**src/rtl/uart_pkg.sv**
```systemverilog
// Shared UART definitions: transmitter state encoding and bit-period helper.
package uart_pkg;

  typedef enum logic [1:0] {
    IDLE,
    START,
    DATA,
    STOP
  } uart_state_e;

  function automatic int unsigned calc_div(input int unsigned clk_freq,
                                           input int unsigned baud);
    return clk_freq / baud;
  endfunction

endpackage

```
**src/rtl/sync_fifo.sv**
```systemverilog
// Single-clock FIFO; full/empty come straight from the occupancy count.
module sync_fifo #(
  parameter int unsigned WIDTH = 8,
  parameter int unsigned DEPTH = 4
) (
  input  logic             clk,
  input  logic             rst_n,
  input  logic             push,
  input  logic             pop,
  input  logic [WIDTH-1:0] din,
  output logic [WIDTH-1:0] dout,
  output logic             full,
  output logic             empty
);

  localparam int unsigned AW = $clog2(DEPTH);
  localparam int unsigned CW = AW + 1;

  logic [WIDTH-1:0] mem [DEPTH];
  logic [AW-1:0]    wr_ptr;
  logic [AW-1:0]    rd_ptr;
  logic [CW-1:0]    count;
  logic             do_push;
  logic             do_pop;

  // A push while full is dropped even if a pop frees a slot this cycle.
  assign do_push = push & ~full;
  assign do_pop  = pop & ~empty;

  assign full  = (count == CW'(DEPTH));
  assign empty = (count == '0);
  assign dout  = mem[rd_ptr];

  always_ff @(posedge clk or negedge rst_n) begin
    if (!rst_n) begin
      wr_ptr <= '0;
      rd_ptr <= '0;
      count  <= '0;
    end else begin
      if (do_push) wr_ptr <= wr_ptr + 1'b1;
      if (do_pop)  rd_ptr <= rd_ptr + 1'b1;
      unique case ({do_push, do_pop})
        2'b10:   count <= count + 1'b1;
        2'b01:   count <= count - 1'b1;
        default: count <= count;
      endcase
    end
  end

  always_ff @(posedge clk) begin
    if (do_push) mem[wr_ptr] <= din;
  end

endmodule

```
**src/rtl/uart_tx.sv**
```systemverilog
// 8N1 UART transmitter with a transmit FIFO; frames run back-to-back while data is queued.
module uart_tx
  import uart_pkg::*;
#(
  parameter int unsigned CLK_FREQ   = 10_000_000,
  parameter int unsigned BAUD       = 1_000_000,
  parameter int unsigned FIFO_DEPTH = 4
) (
  input  logic       clk,
  input  logic       rst_n,
  input  logic       wr_en,
  input  logic [7:0] wr_data,
  output logic       full,
  output logic       empty,
  output logic       busy,
  output logic       overflow,
  output logic       tx
);

  localparam int unsigned DIV = calc_div(CLK_FREQ, BAUD);
  localparam int unsigned CW  = (DIV > 1) ? $clog2(DIV) : 1;
  localparam logic [CW-1:0] LAST = CW'(DIV - 1);

  uart_state_e state, state_n;
  logic [CW-1:0] cnt, cnt_n;
  logic [2:0]    idx, idx_n;
  logic [7:0]    sh, sh_n;
  logic          tx_n;
  logic          bit_done;
  logic          bypass;
  logic          fifo_push;
  logic          fifo_pop;
  logic [7:0]    fifo_dout;

  // A write into an empty FIFO while idle skips the queue (equivalent to
  // push+pop in one cycle) so the start bit appears on the next cycle.
  assign bypass    = (state == IDLE) & empty & wr_en;
  assign fifo_push = wr_en & ~bypass;
  assign bit_done  = (cnt == LAST);
  assign busy      = (state != IDLE) | ~empty;

  sync_fifo #(
    .WIDTH (8),
    .DEPTH (FIFO_DEPTH)
  ) u_fifo (
    .clk   (clk),
    .rst_n (rst_n),
    .push  (fifo_push),
    .pop   (fifo_pop),
    .din   (wr_data),
    .dout  (fifo_dout),
    .full  (full),
    .empty (empty)
  );

  always_comb begin
    state_n  = state;
    cnt_n    = cnt;
    idx_n    = idx;
    sh_n     = sh;
    fifo_pop = 1'b0;
    if (state != IDLE) cnt_n = bit_done ? '0 : cnt + 1'b1;
    unique case (state)
      IDLE: begin
        if (!empty) begin
          state_n  = START;
          fifo_pop = 1'b1;
          sh_n     = fifo_dout;
        end else if (wr_en) begin
          state_n = START;
          sh_n    = wr_data;
        end
      end
      START: begin
        if (bit_done) begin
          state_n = DATA;
          idx_n   = '0;
        end
      end
      DATA: begin
        if (bit_done) begin
          if (idx == 3'd7) begin
            state_n = STOP;
          end else begin
            idx_n = idx + 1'b1;
            sh_n  = {1'b0, sh[7:1]};
          end
        end
      end
      STOP: begin
        if (bit_done) begin
          if (!empty) begin
            state_n  = START;
            fifo_pop = 1'b1;
            sh_n     = fifo_dout;
          end else begin
            state_n = IDLE;
          end
        end
      end
    endcase
    case (state_n)
      START:   tx_n = 1'b0;
      DATA:    tx_n = sh_n[0];
      default: tx_n = 1'b1;
    endcase
  end

  always_ff @(posedge clk or negedge rst_n) begin
    if (!rst_n) begin
      state    <= IDLE;
      cnt      <= '0;
      idx      <= '0;
      sh       <= '0;
      tx       <= 1'b1;
      overflow <= 1'b0;
    end else begin
      state    <= state_n;
      cnt      <= cnt_n;
      idx      <= idx_n;
      sh       <= sh_n;
      tx       <= tx_n;
      overflow <= wr_en & full;
    end
  end

endmodule
```
**config.mk**
```make
export PLATFORM = sky130hd
export DESIGN_NAME = uart_tx
export DESIGN_NICKNAME = d
export VERILOG_FILES = /design/src/rtl/uart_pkg.sv /design/src/rtl/sync_fifo.sv /design/src/rtl/uart_tx.sv
export SDC_FILE = /design/constraint.sdc
export NUM_CORES = 1
export LEC_CHECK = 0
export ABC_AREA = 1
export BUFFER_PORTS_ARGS = -buffer_cell sky130_fd_sc_hd__clkbuf_2
export CORE_MARGIN = 5
export CORE_UTILIZATION = 57
export CTS_BUF_LIST = sky130_fd_sc_hd__clkbuf_4
export DETAILED_ROUTE_END_ITERATION = 8
export HOLD_SLACK_MARGIN = 0.12
export PLACE_DENSITY = 0.9
export SLEW_MARGIN = 25
export SYNTH_ARGS = -nofsm -noshare
export SYNTH_HDL_FRONTEND = slang
export SYNTH_SLANG_ARGS = --single-unit
```
**constraint.sdc**
```tcl
create_clock -name clk -period 2.15 [get_ports clk]
set_input_delay 0.215 -clock clk [delete_from_list [all_inputs] [get_ports clk]]
set_output_delay 0.215 -clock clk [all_outputs]
set_load 0.02 [all_outputs]
```
Word level (Yosys, flattened, before mapping) --
Memories as Yosys holds them, arrays and structs flattened. Cells that the tools add are included.
Word-level totals: output and inout port bits 5, logic and storage cells 78, register bits after elaboration 26, input port bits 11, memory bits (writable) 32, memories kept 1
Memories:
- u_fifo.mem | words 4, bits a word 8, read ports 1, clocked after Yosys merged registers in 0, wr ports 1, RTL line sync_fifo.sv:19 | logic [WIDTH-1:0] mem [DEPTH];
Operators by class: equal/unequal tests 16, add/sub/neg operators 6, bitwise gates (word level) 10, reductions and logical operators 8, mux-type cells 27
Operator list (count):
- $mux 8 | 6
- $pmux 8 s3 | 1
- $mux 2 | 6
- $pmux 3 s2 | 2
- $ne 2x2->1 const B | 5
- $mux 3 | 3
- $eq 2x2->1 const B | 4
- $pmux 2 s4 | 1
- $add 3x1->3 const B | 2
- $and 1x1->1 | 6
- $eq 2x1->1 const B | 3
- $eq 3x3->1 const B | 2
- $reduce_and 6->1 | 1
- $reduce_bool 2->1 | 3
- $mux 1 | 5
- $add 2x1->2 const B | 2
- $add 4x1->4 const B | 1
- $eq 4x4->1 const B | 1
- $mux 4 | 1
- $pmux 1 s2 | 2
- $reduce_and 4->1 | 1
- $logic_not 3->1 | 1
- $ne 3x3->1 const B | 1
- $not 1->1 | 3
- 4 further kinds | 4

Depth between registers and ports, before layout --
Gate-level depths: netlist of the first run.
depth after elaboration 8, mapped depth 13, mapped depth without buffers 13

Modules after synthesis --
A second synthesis of the first run with hierarchy kept.
Second synthesis, totals: cell total of the unflattened synthesis 323, area total of the unflattened synthesis 3044.2 µm²
Modules (own cells, without submodules):
- sync_fifo | instances 1, cells an instance 154, area an instance 1751.7 µm²
- uart_tx | instances 1, cells an instance 169, area an instance 1292.5 µm²

Least setup slack after synthesis of the first run --
No wires, ideal clock.
kind flip-flop to flip-flop, start point register state[1], end point register u_fifo.count[2], clock period less this slack 2298 ps, path slack -148 ps, arrival 2167 ps, required time 2019 ps, buffers on the path 0, setup time 131 ps, cell stages (with the launch flop) 13, cells stage by stage dfrtp_1 -> inv_1 -> ha_1 -> inv_2 -> nor2_4 -> inv_2 -> nand3_2 -> ha_1 -> inv_1 -> fa_1 -> a21oi_1 -> o21ai_0 -> xor2_1
On the way: word-level cells in the longest chain between the ends 8
RTL lines:
- from (decl) | RTL line uart_tx.sv:24 | uart_state_e state, state_n;
- from (signal assigned) | RTL line uart_tx.sv:118 | state <= state_n;
- $logic_not 2->1 | RTL line uart_tx.sv:37, uart_tx.sv:63
- $and 1x1->1 (2 in a row) | RTL line uart_tx.sv:37 | assign bypass = (state == IDLE) & empty & wr_en;
- $not 1->1 | RTL line uart_tx.sv:38 | assign fifo_push = wr_en & ~bypass;
- $and 1x1->1 | RTL line uart_tx.sv:38
- $and 1x1->1 | RTL line sync_fifo.sv:27 | assign do_push = push & ~full;
- $eq 2x1->1 or $eq 2x2->1 (tied branches) | RTL line sync_fifo.sv:42 | unique case ({do_push, do_pop})
- $pmux 3 s2 or $reduce_bool 2->1 (tied branches)
- to (signal assigned) | RTL line sync_fifo.sv:43 | 2'b10: count <= count + 1'b1;
- to (signal assigned) | RTL line sync_fifo.sv:44 | 2'b01: count <= count - 1'b1;
- to (signal assigned) | RTL line sync_fifo.sv:45 | default: count <= count;
- to (decl) | RTL line sync_fifo.sv:22 | logic [CW-1:0] count;
Several ways; a longest one is shown, not always the timed one. A chain may end at the register's enable or synchronous reset.

Worst setup path after layout of the first run --
start point register u_fifo.count[1], end point register u_fifo.count[2]
On the way: word-level cells in the longest chain between the ends 8
RTL lines:
- $logic_not 3->1 | RTL line sync_fifo.sv:31 | assign empty = (count == '0);
- $and 1x1->1 (2 in a row) | RTL line uart_tx.sv:37
- $not 1->1 | RTL line uart_tx.sv:38
- $and 1x1->1 | RTL line uart_tx.sv:38
- $and 1x1->1 | RTL line sync_fifo.sv:27
- $eq 2x1->1 or $eq 2x2->1 (tied branches) | RTL line sync_fifo.sv:42
- $pmux 3 s2 or $reduce_bool 2->1 (tied branches)
Several ways; a longest one is shown, not always the timed one.

==> results of run 1 <==
==> power by group through the flow <==
stage	registers, W	logic [W]	clock network (W)
finish	0.00117	0.0000449	0.000618
global route	0.00118	0.0000501	0.000674
CTS	0.00117	0.0000446	0.000630
detailed placement	0.00120	0.0000319	0
global placement	0.00120	0.0000305	0
floorplan	0.00120	0.00000203	0
==> per-layer routing <==
layer | share of wire | vias up | GRT usage | routed length, um
met3 | 0.059 | 21 | 0.0543 | 379
met1 | 0.41 | 1045 | 0.247 | 2640
met5 | 0 | - | 0 | 0
met2 | 0.51 | 76 | 0.349 | 3260
met4 | 0.026 | 0 | 0.125 | 168
li1 | - | 1057 | - | -
==> metrics by stage <==
| stage | total power, W | cell area (um^2) | utilization | hold WS, ns |
|---|---|---|---|---|
| CTS | 0.00185 | 3310 | 0.692 | 0.201 |
| finish | 0.00184 | 3400 | 0.710 | 0.242 |
| global route | 0.00190 | 3400 | 0.710 | 0.258 |
| floorplan | 0.00120 | 2880 | - | -0.0806 |
| detailed placement | 0.00123 | 3110 | 0.650 | 0.264 |
| global placement | 0.00123 | 3110 | 0.650 | 0.262 |
==> repair_timing <==
| action | 4_1_cts | 5_1_grt |
|---|---|---|
| hold endpoints to repair | 58 | 0 |
| setup endpoints to repair | 1 | 1 |
| hold buffers | 9 | 0 |
| setup buffers | 1 | 8 |
| gates resized for setup | 0 | 10 |
| pin swaps | 0 | 8 |
==> cells in the final DEF, fill, tap and decap left out, types with 3 or more instances in the layout <==
cell type / Yosys / routed
a21oi_1: 7 / 6
ha_1: 12 / 10
xor2_1: 5 / 5
edfxtp_1: 32 / 32
dlygate4sd3_1: 0 / 9
nor2_4: 6 / 7
clkbuf_2: 0 / 15
o22ai_1: 7 / 7
inv_1: 26 / 22
dfrtp_1: 25 / 25
clkinv_1: 0 / 3
nor2_1: 29 / 29
o21ai_0: 17 / 16
nand2_2: 7 / 8
nand3_1: 10 / 10
buf_4: 0 / 21
o21ai_1: 3 / 4
nand2_1: 72 / 71
inv_2: 10 / 13
clkbuf_4: 0 / 9
==> worst paths after layout <==
path / from / to / slack, ns
max: u_fifo.count[1]$_DFFE_PN0P_ / u_fifo.count[2]$_DFFE_PN0P_ / 0.006
min: wr_en / overflow$_DFF_PN0_ / 0.24
max reg2reg: u_fifo.count[1]$_DFFE_PN0P_ / u_fifo.count[2]$_DFFE_PN0P_ / 0.006
min reg2reg: sh[4]$_DFFE_PN0P_ / sh[4]$_DFFE_PN0P_ / 0.49
max in group asynchronous: rst_n / u_fifo.count[2]$_DFFE_PN0P_ / 1.36
min in group asynchronous: rst_n / u_fifo.count[1]$_DFFE_PN0P_ / 0.36
==> cells by family (layout without fill, tap and decap cells) <==
kind of cell               Yosys count  in the layout  synth area share
DFF                                 58             58             0.565
buffers and inverters               39             97            0.0526
and+or+nand+nor                    133            133             0.220
adders and majority gates           13             13            0.0596
AOI/OAI and AO/OA                   41             41            0.0850
xor gates and xnor gates             6              6            0.0184
==> state kept, by name, summed over array words and instances, names as in the netlist <==
register,cells
cnt,4
idx,3
overflow,1
sh,8
state,2
tx,1
u_fifo.count,3
u_fifo.mem,32
u_fifo.rd_ptr,2
u_fifo.wr_ptr,2
==> critical path, delay by kind of cell, from the launching register on <==
| family | cells | cell delay, ns |
|---|---|---|
| AOI/OAI and AO/OA | 2 | 0.23 |
| xor gates and xnor gates | 1 | 0.14 |
| adders and majority gates | 2 | 0.56 |
| buffers and inverters | 2 | 0.13 |
| DFF | 1 | 0.43 |
| and+or+nand+nor | 4 | 0.53 |
==> cell type report <==
class	instances	share of cell area
inverter	36	0.0405
clock inverter	7	0.0107
clock buffer	9	0.0199
multi-input combinational	193	0.335
sequential	58	0.474
tap	67	0.0247
timing repair buffer	45	0.0950
==> flow_summary.yaml, run 1 <==
cells_and_area:
  instances_no_fill: 415
  seqCellArea_um2: 1610
  drive_gt1_frac: 0.264
  fillers: 306
  diodes: 0
  syn_to_final_growth_pct: 19.1
  final_nets: 367
  multi_input_area_um2: 1140
synthesis:
  ys.flop_type: "edfxtp_1"
  ys_ff_latch: 58
  async_flop_share: 0.448
  yosys.area.top_type: "edfxtp_1"
  syn_avg_cell_area_um2: 9.85
  synth_area_leaders: "edfxtp_1 (34%), dfrtp_1 (22%), nand2_1 (9.5%), ha_1 (5.3%), nor2_1 (3.8%)"
  synth_common_cells: "nand2_1 (72), edfxtp_1 (32), nor2_1 (29)"
  syn_nets: 314
  syn_area_um2: 2860
  synth_cell_types: 29
  yosysTopAreaCellShare: 0.337
  synth.most_common_cell: "nand2_1"
  synth-edff-count: 32
  synthCells: 290
  ys.warnings.count: 0
  seq_area_frac_synth: 0.565
power:
  p_clk_frac: 0.336
  netSwitchingPower_w: 0.000424
  p_leak_nw: 1.54
  p_seq_frac: 0.639
  swShare: 0.231
  p_int_w: 0.00141
  cellPowerDensity_nw_per_um2: 541
  combPwrFrac: 0.024
  ir_drop_v: 0.000500
routing:
  drtIter0Drc: 156
  detail_route.first_pass.iterations: 4
  num_vias: 2199
  ant_nets: 0
  wl_per_cell_um: 15.5
  drc: 0
  drt_wl_total_mm: 6.45
  vias_per_cell: 5.30
clocking:
  insertion_delay_ns: 0.41
  clockRootBuffer: "clkbuf_4"
  path_clk_slew_ns: 0.10
  cts_tree: "done"
  cts_sinks: 58
  cts_buffers: 9
  htree_levels: 3
  clockBufferDepth: 2
global_routing:
  grt_max_degree: 27
  grt_pass1_vias: 2251
  antenna_found_initial: 0
  globalRouteTotalUtil: 0.211
  grt_overflow_total: 0
  grt_first_pass_wirelength_mm: 10.1
floorplanning:
  die_w_um: 80.8
  die_h_um: 80.8
  row_count: 25
  design.core.area_um2: 4790
  io_pins: 16
  dieArea_um2: 6520
  initial_utilization: 0.597
critical_path:
  critPathKind: "register to register"
  critPathSlowestCell: "dfrtp_1"
  cp.required_ns: 2.43
  start_kind: "register"
  arrival_ns: 2.43
  rr_worst_depth: 11
  cp_cell_sequence: "nor2_2 > nand2_4 > nor2_4 > inv_2 > nand3_4 > ha_4 > inv_4 > fa_2 > a21oi_2 > o21ai_1 > xor2_1"
  max_stage_delay_ns: 0.43
  cp_max_fo: 5
  endpoint_kind: "register"
timing:
  setup_viol: 0
  hold_viol: 0
  timing.final.crit_share: 0.997
  slew_headroom: 0.565
  tightest_slew_ns: 0.652
  fmax_mhz: 466
  fin_tns_setup_ns: 0
  finClkSkew_ns: 0.0131
  min_period_ns: 2.14
  slew_viol_final: 0
  setup_slack_ns: 0.00589
  rsz0062_at_grt: "yes"
status:
  run_status: "finished, final reports clean"
worst_hold_path:
  hold_class: "primary input to register"
  hold_depth: 3
flow_run:
  maxCapViolations: 0
place:
  preCtsSetupSlack_ns: 0.00816
  dp_hpwl_mm: 4.03
  io_buffers: 15
  dp_cells: 381
  gp_congestion: 0.855
(Power assumes the default switching activity.)
==> run 2: changes to the inputs <==
==> constraint.sdc (replaced) <==
create_clock -name clk -period 2.15 [get_ports clk]
set_input_delay 0.215 -clock clk [delete_from_list [all_inputs] [get_ports clk]]
set_output_delay 0.215 -clock clk [all_outputs]
set_load 0.05 [all_outputs]
==> flow_summary.yaml, run 2 (synthesis results as in run 1) <==
clocking:
  insertion_delay_ns: 0.41
  htree_levels: 3
  clockRootBuffer: "clkbuf_4"
  path_clk_slew_ns: 0.09
  clockBufferDepth: 2
  cts_buffers: 9
  cts_tree: "done"
  cts_sinks: 58
global_routing:
  grt_overflow_total: 0
  antenna_found_initial: 0
  globalRouteTotalUtil: 0.219
  grt_pass1_vias: 2250
  grt_max_degree: 27
  grt_first_pass_wirelength_mm: 10.5
timing:
  setup_viol: 1
  fmax_mhz: 454
  slew_viol_final: 0
  finClkSkew_ns: 0.0222
  setup_slack_ns: -0.0531
  min_period_ns: 2.20
  tightest_slew_ns: 0.645
  slew_headroom: 0.570
  timing.final.crit_share: 1.02
  hold_viol: 0
critical_path:
  critPathKind: "register to register"
  start_kind: "register"
  cp.required_ns: 2.43
  rr_worst_depth: 11
  r2r_end: "u_fifo.count[2]$_DFFE_PN0P_"
  reg2reg_from: "state[1]$_DFF_PN0_"
  arrival_ns: 2.48
  r2r_slack_ns: -0.05
  endpoint_kind: "register"
  cp_max_fo: 4
routing:
  drc: 0
  drtIter0Drc: 212
  detail_route.first_pass.iterations: 5
  vias_per_cell: 5.52
  ant_nets: 0
  wl_per_cell_um: 16.0
  num_vias: 2281
  drt_wl_total_mm: 6.63
power:
  cellPowerDensity_nw_per_um2: 617
  ir_drop_v: 0.000797
  p_total_w: 0.00212
  p_leak_nw: 1.57
floorplanning:
  io_pins: 16
  dieArea_um2: 6520
  die_h_um: 80.8
  die_w_um: 80.8
  design.core.area_um2: 4790
  initial_utilization: 0.597
  row_count: 25
worst_hold_path:
  min_to: "overflow$_DFF_PN0_"
  min_from: "wr_en"
  hold_class: "primary input to register"
  hold_depth: 3
cells_and_area:
  final_util: 0.718
  final_cell_mix: "nand2_1 (70), edfxtp_1 (32), nor2_1 (29)"
  diodes: 0
  top_register: "u_fifo.mem"
  reg.largest.list: "u_fifo.mem x32, sh x8, cnt x4"
  largest_reg_flops: 32
  syn_to_final_growth_pct: 20.4
  fillers: 302
  final_common_cell: "nand2_1"
  drive_gt1_frac: 0.266
  final_nets: 365
place:
  dp_hpwl_mm: 4.04
  preCtsSetupSlack_ns: -0.0176
  io_buffers: 15
  gp_congestion: 0.904
status:
  violations: "setup timing"
  run_status: "complete, but fails checks"
flow_run:
  maxCapViolations: 0
-- run 2: cell count changes in the layout (fill, tap and decap cells not counted), moves of 2 or more --
cell and change:
clkinv_1 -2, clkinvlp_4 -2, bufinv_16 +2, clkbuf_4 +3, buf_4 -2
-- run 2: worst max path at each step --
stage / from / endpoint / slack, ns
after floorplan: state[1]$_DFF_PN0_ / u_fifo.count[2]$_DFFE_PN0P_ / 0.002
after global placement: cnt[1]$_DFFE_PN0N_ / u_fifo.count[2]$_DFFE_PN0P_ / 0.08
after detailed placement: cnt[2]$_DFFE_PN0N_ / u_fifo.count[2]$_DFFE_PN0P_ / -0.02
after CTS: cnt[1]$_DFFE_PN0N_ / u_fifo.count[2]$_DFFE_PN0P_ / 0.002
after global routing: state[1]$_DFF_PN0_ / u_fifo.count[2]$_DFFE_PN0P_ / -0.10
final: state[1]$_DFF_PN0_ / u_fifo.count[2]$_DFFE_PN0P_ / -0.05
-- run 2: routing by layer --
layer,track usage,routed length [um]
met1,0.268,2680
met4,0.115,186
met5,0,0
met3,0.0466,425
met2,0.365,3330
-- run 2: critical path: stages (launching register included) --
cell and delay [ns]:
dfrtp_1 0.44, ha_1 0.27, nand2_2 0.10, nand2_2 0.10, nand2_2 0.08, nor2_4 0.11, ha_2 0.18, inv_1 0.08
fa_2 0.35, a21oi_1 0.15, o21ai_1 0.09, xor2_1 0.15
-- run 2: through the flow --
stage               area [um^2]  hold WS, ns  std cells  setup TNS (ns)
floorplan                  2880      -0.0806        290               0
global placement           3110        0.265        380               0
detailed placement         3110        0.265        380         -0.0176
CTS                        3390        0.191        409               0
global route               3440        0.247        413          -0.105
finish                     3440        0.224        413         -0.0531
-- run 2: final cells by class --
| type | instances | area (um^2) | share of cell area |
|---|---|---|---|
| inverter | 36 | 140 | 0.0408 |
| clock inverter | 4 | 68.8 | 0.0200 |
| sequential | 58 | 1610 | 0.470 |
| tap | 67 | 83.8 | 0.0244 |
| clock buffer | 12 | 90.1 | 0.0262 |
| timing repair buffer | 43 | 308 | 0.0896 |
| multi-input combinational | 193 | 1130 | 0.329 |
-- run 2: what timing repair did --
| item | CTS | global route |
|---|---|---|
| endpoints found under the hold margin | 58 | 0 |
| pin swaps | 3 | 2 |
| setup endpoints to repair | 1 | 2 |
| resized for setup | 0 | 9 |
| cloned | 0 | 0 |
| setup buffers | 4 | 4 |
| hold buffers | 9 | 0 |
-- run 2: where the power goes --
part / total [W] / switching (W) / internal [W]
combinational: 0.0000466 / 0.0000284 / 0.0000181
clock: 0.000899 / 0.000392 / 0.000507
sequential: 0.00117 / 0.000000417 / 0.00117
